## config.mk

```make
export PLATFORM = sky130hd
export DESIGN_NAME = uart_frame_rx
export DESIGN_NICKNAME = d
export VERILOG_FILES = /design/src/rtl/uart_frame_pkg.sv /design/src/rtl/uart_bit_timer.sv /design/src/rtl/uart_frame_rx.sv
export SDC_FILE = /design/constraint.sdc
export NUM_CORES = 1
export LEC_CHECK = 0
export ABC_AREA = 1
export CAP_MARGIN = 20
export CORE_UTILIZATION = 58
export DETAILED_ROUTE_END_ITERATION = 7
export PLACE_DENSITY_LB_ADDON = 0.12
export SYNTH_ARGS = -nofsm -noshare
export SYNTH_HDL_FRONTEND = slang
export SYNTH_SLANG_ARGS = --single-unit
```

## constraint.sdc

```tcl
create_clock -name clk -period 3.9 [get_ports clk]
set_clock_uncertainty 0.05 [all_clocks]
set_input_delay 1.17 -clock clk [delete_from_list [all_inputs] [get_ports clk]]
set_output_delay 1.17 -clock clk [all_outputs]
set_load 0.02 [all_outputs]
```

## src/rtl/uart_frame_pkg.sv

```systemverilog
// Shared definitions for the 12-bit UART frame {START, DATA[7:0], PARITY, STOP[1:0]}.
// Used by both the frame packer and the frame receiver.
package uart_frame_pkg;

  localparam int unsigned DATA_W  = 8;
  localparam int unsigned STOP_W  = 2;
  localparam int unsigned FRAME_W = 12;

  localparam int unsigned START_POS  = 11;
  localparam int unsigned DATA_MSB   = 10;
  localparam int unsigned DATA_LSB   = 3;
  localparam int unsigned PARITY_POS = 2;
  localparam int unsigned STOP_MSB   = 1;
  localparam int unsigned STOP_LSB   = 0;

  localparam logic              START_VAL = 1'b1;
  localparam logic [STOP_W-1:0] STOP_VAL  = 2'b00;

  typedef enum logic [1:0] {
    StIdle,
    StStartChk,
    StShift,
    StDone
  } rx_state_e;

  // Even parity: the parity bit equals the XOR of all data bits.
  function automatic logic even_parity(input logic [DATA_W-1:0] d);
    return ^d;
  endfunction

endpackage

```

## src/rtl/uart_bit_timer.sv

```systemverilog
// Loadable down-counter that parks at zero; tc flags the terminal count.
module uart_bit_timer #(
  parameter int unsigned Width = 4
) (
  input  logic             clk,
  input  logic             rst_n,
  input  logic             load,
  input  logic [Width-1:0] load_val,
  output logic             tc
);

  logic [Width-1:0] cnt_q;

  always_ff @(posedge clk or negedge rst_n) begin
    if (!rst_n) begin
      cnt_q <= '0;
    end else if (load) begin
      cnt_q <= load_val;
    end else if (cnt_q != '0) begin
      cnt_q <= cnt_q - 1'b1;
    end
  end

  assign tc = (cnt_q == '0);

endmodule

```

## src/rtl/uart_frame_rx.sv

```systemverilog
// 12-bit UART frame receiver: synchronises the line, samples each bit at its centre,
// rebuilds the frame and holds it with error flags in a one-entry valid/ready register.
module uart_frame_rx
  import uart_frame_pkg::*;
#(
  parameter int unsigned CLKS_PER_BIT = 16
) (
  input  logic               clk,
  input  logic               rst_n,
  input  logic               rxd,
  input  logic               ready,
  output logic               valid,
  output logic [FRAME_W-1:0] frame,
  output logic [DATA_W-1:0]  data,
  output logic               parity_err,
  output logic               frame_err,
  output logic               overrun
);

  localparam int unsigned     CntW     = $clog2(CLKS_PER_BIT);
  localparam logic [CntW-1:0] HalfLoad = CntW'(CLKS_PER_BIT / 2 - 1);
  localparam logic [CntW-1:0] BitLoad  = CntW'(CLKS_PER_BIT - 1);
  localparam logic [3:0]      LastIdx  = 4'(FRAME_W - 2);

  logic [1:0]         sync_q;
  logic               rxs;
  logic               rxs_prev_q;
  logic               start_edge;
  logic               capture;
  rx_state_e          state_q;
  logic [3:0]         bit_idx_q;
  logic [FRAME_W-1:0] shift_q;
  logic               tmr_load;
  logic [CntW-1:0]    tmr_val;
  logic               tmr_tc;

  always_ff @(posedge clk or negedge rst_n) begin
    if (!rst_n) begin
      sync_q     <= '0;
      rxs_prev_q <= 1'b0;
    end else begin
      sync_q     <= {sync_q[0], rxd};
      rxs_prev_q <= sync_q[1];
    end
  end

  assign rxs        = sync_q[1];
  assign start_edge = rxs & ~rxs_prev_q;
  // A finished frame may enter the output register if it is empty or being drained.
  assign capture    = ~valid | ready;

  always_comb begin
    tmr_load = 1'b0;
    tmr_val  = BitLoad;
    case (state_q)
      StIdle: begin
        tmr_load = start_edge;
        tmr_val  = HalfLoad;
      end
      StStartChk: tmr_load = tmr_tc & rxs;
      StShift:    tmr_load = tmr_tc;
      default:    tmr_load = 1'b0;
    endcase
  end

  uart_bit_timer #(
    .Width(CntW)
  ) u_bit_timer (
    .clk     (clk),
    .rst_n   (rst_n),
    .load    (tmr_load),
    .load_val(tmr_val),
    .tc      (tmr_tc)
  );

  always_ff @(posedge clk or negedge rst_n) begin
    if (!rst_n) begin
      state_q    <= StIdle;
      bit_idx_q  <= '0;
      shift_q    <= '0;
      valid      <= 1'b0;
      frame      <= '0;
      parity_err <= 1'b0;
      frame_err  <= 1'b0;
      overrun    <= 1'b0;
    end else begin
      overrun <= 1'b0;
      // A same-cycle capture in StDone overrides this drain.
      if (valid && ready) begin
        valid <= 1'b0;
      end
      case (state_q)
        StIdle: begin
          if (start_edge) begin
            state_q <= StStartChk;
          end
        end
        StStartChk: begin
          if (tmr_tc) begin
            if (rxs) begin
              shift_q[START_POS] <= START_VAL;
              bit_idx_q          <= LastIdx;
              state_q            <= StShift;
            end else begin
              state_q <= StIdle;
            end
          end
        end
        StShift: begin
          if (tmr_tc) begin
            shift_q[bit_idx_q] <= rxs;
            if (bit_idx_q == '0) begin
              state_q <= StDone;
            end else begin
              bit_idx_q <= bit_idx_q - 1'b1;
            end
          end
        end
        StDone: begin
          state_q <= StIdle;
          if (capture) begin
            valid      <= 1'b1;
            frame      <= shift_q;
            parity_err <= shift_q[PARITY_POS] != even_parity(shift_q[DATA_MSB:DATA_LSB]);
            frame_err  <= shift_q[STOP_MSB:STOP_LSB] != STOP_VAL;
          end else begin
            overrun <= 1'b1;
          end
        end
        default: state_q <= StIdle;
      endcase
    end
  end

  assign data = frame[DATA_MSB:DATA_LSB];

endmodule

```

# == Word level (Yosys, flattened, before mapping) ==
# Index checks and enable logic that the tools add are counted.
# word_totals
reg_bits,41
out_inout_bits,24
elab_cells,73
# classes
add_sub_neg,2
order_cmp,2
n_eq_ne,10
mux,27
bitwise,5
reduce_logical,15
# ops
operator,count
4-bit 2-to-1 mux,7
12-bit bitwise mux,1
12-bit 2-to-1 mux,1
2-bit inequality test (second input constant),6
2-bit 2-to-1 mux,5
4-bit logical NOT,2
1-bit 2-to-1 mux,8
2-bit case mux with 4 select lines,1
4-bit case mux with 2 select lines,1
4-bit AND reduction,2
8-bit XOR reduction,1
4-bit by 1-bit subtractor with 4-bit output (second input constant),2
2-bit nonzero test,3
4-bit by 5-bit less-than comparator with 1-bit output (second input constant),1
5-bit AND reduction,1
1-bit demux with 4-bit select,1
2-bit equality test (second input constant),2
4-bit by 1-bit >= comparator with 1-bit output (second input constant),1
2-bit AND reduction,2
4-bit nonzero test,1
1-bit case mux with 3 select lines,1
1-bit bitwise AND,2
2-bit by 1-bit equality test with 1-bit output (second input constant),1
1-bit logical AND,2
5 further kinds,6

# == Depth between registers and ports, before layout ==
# logic_depth
ltp_word,7
mapped_depth,10
mapped_depth_nobuf,10

# == By module ==
# Synthesis repeated with hierarchy kept, for this count alone.
# hier_totals
hier_cells,250
hier_area_um2,2128.3
# by_module_without_submodules
mod,instances,cells_each,area_per_inst_um2
uart_frame_rx,1,216,1885.6
uart_bit_timer,1,34,242.7

# == Worst setup path before layout ==
# Ideal clock, no wire load.
# synth_path
path_type,input -> register
from,input port ready
to,register frame[8]
setup_ns,0.126
arrival_ns,1.709
slack_ns,2.014
path_stages,6
n_path_buf,1
cell_sequence,inv_1 a21oi_4 inv_2 buf_6 nand2_1 o21ai_0
# synth_via
elab_chain_len,2
# synth_rtl
element,line,text
from (decl),uart_frame_rx.sv:11,"input logic ready,"
1-bit OR,uart_frame_rx.sv:50,assign capture = ~valid | ready;
2-bit AND reduction (no line),n/a,
to (signal assigned),uart_frame_rx.sv:123,frame <= shift_q;
to (decl),uart_frame_rx.sv:13,"output logic [FRAME_W-1:0] frame,"
# Every way passes these cells.
# A chain may end at the register's enable or synchronous reset.

# == Final worst setup path ==
# layout_path
from,register valid
to,output port valid
# layout_rtl
element,line,text
from (decl),uart_frame_rx.sv:12,"output logic valid,"
from (signal assigned),uart_frame_rx.sv:81,valid <= 1'b0;
from (signal assigned),uart_frame_rx.sv:90,valid <= 1'b0;
from (signal assigned),uart_frame_rx.sv:122,valid <= 1'b1;
# No word-level cell between the ends.

==> results.tsv <==
stage	metric	value	unit
critical_path	cp_max_fo	3	
route	avgRoutedWirePerCell	11.3	um
critical_path	cp-startpoint	valid	
route	drt_iter0_markers	71	
place	place.gp.congestion	0.792	
global_route	grtUsageTotal	21.8	%
floorplanning	row_count	20	
critical_path	arrival	1.41	ns
min_path	hold_class	reg -> reg	
finish	drive_above_1_share	6.23	%
place	dpl-instance-area	0.00221	mm2
finish	final_cell_area	0.00229	mm2
synthesis	ys_warn_count	0	
floorplanning	io_pins	28	
power	p_sw_share	36.7	%
route	antenna_left	0	
clock_tree	cts_setup_buffers	0	
synthesis	synthTopCellsByArea	dfrtp_1 (52%), nand2_1 (15%), nand3_1 (5.6%)	
timing	final-setup-viol-count	0	
route	vias	1503	
floorplanning	initial_core_util	62.9	%
timing	fmax	380	MHz
synthesis	synth_compound_area_share	10.0	%
floorplanning	die_x	60.5	um
synthesis	muxShareOfSynthArea	0	%
synthesis	seq_area_frac_synth	51.8	%
critical_path	rr_startpoint	u_bit_timer.cnt_q[0]	
floorplanning	dieHeight	60.5	um
place	placed_cells	293	
critical_path	slowest_delay	0.62	ns
power	leakage	1.13	nW
critical_path	startpoint_type	register	
global_route	grt_max_degree	42	
timing	slew_viol_final	0	
power	p_int	0.944	mW
synthesis	yosys.area_share.simple	22.8	%
power	pwr-share-comb	40.1	%
timing	min_period_over_period	67.4	%
place	place_ws	1.48	ns
route	viasPerCell	4.99	
timing	fin_ws	1.27	ns
finish	fin_nets	266	
synthesis	synth_top_cell_by_area	dfrtp_1	
clock_tree	tritoncts	built	
clock_tree	clk_pin_slew	0.12	ns
synthesis	synth_top_family_by_area	simple AND/OR/NAND/NOR gates	
timing	max_slew_margin	43.3	%
timing	fin_crit	2.63	ns
clock_tree	cts_root_buf	clkbuf_4	
timing	tns	0	ns
critical_path	worstSetupPathType	reg -> out	
clock_tree	clk_latency	0.36	ns
place	port_buffers	27	
floorplanning	core_area	0.00315	mm2
synthesis	synth_area_per_cell	8.47	um2
clock_tree	hold_buffers	0	
finish	antennaDiodeCount	0	
critical_path	cp_slowest_cell	clkdlybuf4s50_1	
place	dp.final_hpwl	2500	um
power	power	1.49	mW
synthesis	synthCells	234	
clock_tree	clockBufferDepth	2	
timing	tightestPinTransition	0.850	ns
floorplanning	dieArea	0.00365	mm2
clock_tree	cts_resized	0	
critical_path	crit_required	2.68	ns
power	ir_drop	0.000399	V
clock_tree	numCtsBuffers	5	
critical_path	crit_buf_inv	1	
timing	finalHoldViolCount	0	
global_route	gr-total-overflow	0	
timing	hold_ws	0.307	ns
synthesis	synth.distinct_cells	23	
critical_path	path_delay_family	buffers and inverters	
run	maxCapViolations	0	
synthesis	synth-seq-cells	41	
finish	fin_cells	301	
clock_tree	cts.htree.levels	2	
power	p_clk_share	19.2	%
route	drc	0	
synthesis	syn-num-nets	244	
timing	rsz0062_at_grt	false	
finish	fillCellCount	253	
power	switching_power	0.546	mW
synthesis	yosys.area_share.adder	3.79	%
power	cellPowerDensity	650	mW/mm2
power	p_seq_share	40.6	%
route	dr.pass1.iters	4	
global_route	grt_pass1_vias	1392	
global_route	grt_pass1_wl	5820	um
outcome	outcome	completed	
global_route	antenna_found_initial	0	
critical_path	path_cells	clkdlybuf4s50_1	
finish	area_growth	15.7	%
route	drt_wl_total	3410	um
min_path	hp-start	sync_q[0]	
synthesis	synthXorXnorAreaFrac	1.77	%
synthesis	synth_top_area_share	51.8	%
finish	post-route-util	72.7	%
clock_tree	clkSinkCount	41	
synthesis	synth.cell_area	0.00198	mm2
critical_path	cp-end-kind	output pin	
[sequential cells by signal, indices dropped and copies added (netlist names), 2 cells and up, named ones only]
register	flops
u_bit_timer.cnt_q	4
shift_q	12
bit_idx_q	4
frame	12
sync_q	2
[cell families (layout without fill, tap and decap cells)]
| logic type | count (synthesis) | in the layout |
|---|---|---|
| xor+xnor | 4 | 4 |
| fa+ha+maj | 6 | 6 |
| buf+inv | 39 | 62 |
| flops | 41 | 41 |
| simple gates | 110 | 110 |
| compound gates | 34 | 34 |
[layer usage]
layer / up-vias / GRT usage [%] / wire (um)
li1: 788 / - / -
met1: 668 / 28.0 / 1590
met2: 36 / 34.9 / 1590
met3: 11 / 7.04 / 146
met4: 0 / 7.79 / 83
met5: - / 0 / 0
[power by group through the flow]
stage / Sequential, mW / Clock, mW / Combinational (mW)
after floorplan: 0.673 / 0 / 0.342
after detailed placement: 0.614 / 0 / 0.599
after CTS: 0.606 / 0.294 / 0.600
after global routing: 0.618 / 0.310 / 0.664
final: 0.605 / 0.287 / 0.598
after global placement: 0.609 / 0 / 0.579
[cells in the mapped netlist]
cell type / instances
buf_4: 9
dfrtp_1: 41
buf_6: 2
a21oi_1: 3
xnor2_1: 1
nand2_1: 77
o211ai_1: 1
inv_2: 3
o2111ai_1: 2
o21ai_0: 19
nand3_1: 22
nand3_2: 1
o21ai_1: 6
xor2_1: 3
clkbuf_1: 1
ha_1: 6
nand2_2: 1
a31o_2: 1
inv_1: 24
a32oi_1: 1
a21oi_4: 1
nor2_2: 1
nor2_1: 8
[layout make-up]
type                    count  area, um2  share of cell area, %
well taps                  44       55.1                   2.40
flip-flops and latches     41       1030                   44.7
clock buffers               7       55.1                   2.40
clock inverters             1       30.0                   1.31
inverters                  27        101                   4.42
multi-input cells         154        761                   33.2
repair buffers             27        265                   11.6
[placed cells by master, fill, tap and decap left out, types with 2 or more instances in the layout]
cell type and n:
clkdlybuf4s50_1 26, inv_1 24, nor2_1 8, nand2_1 77, inv_2 3, o21ai_1 6
ha_1 6, o21ai_0 19, dfrtp_1 41, nand3_1 22, clkbuf_4 5, a21oi_1 3
o2111ai_1 2, xor2_1 3
[final timing paths]
kind	cells past startpoint	slack (ns)	end
max	1	1.27	valid
min	0	0.31	sync_q[1]
max reg2reg	7	2.09	shift_q[1]
min reg2reg	0	0.31	sync_q[1]
max in group asynchronous	1	2.41	shift_q[3]
min in group asynchronous	1	0.86	frame[0]
Note: power is estimated with default switching activity, not from simulation.
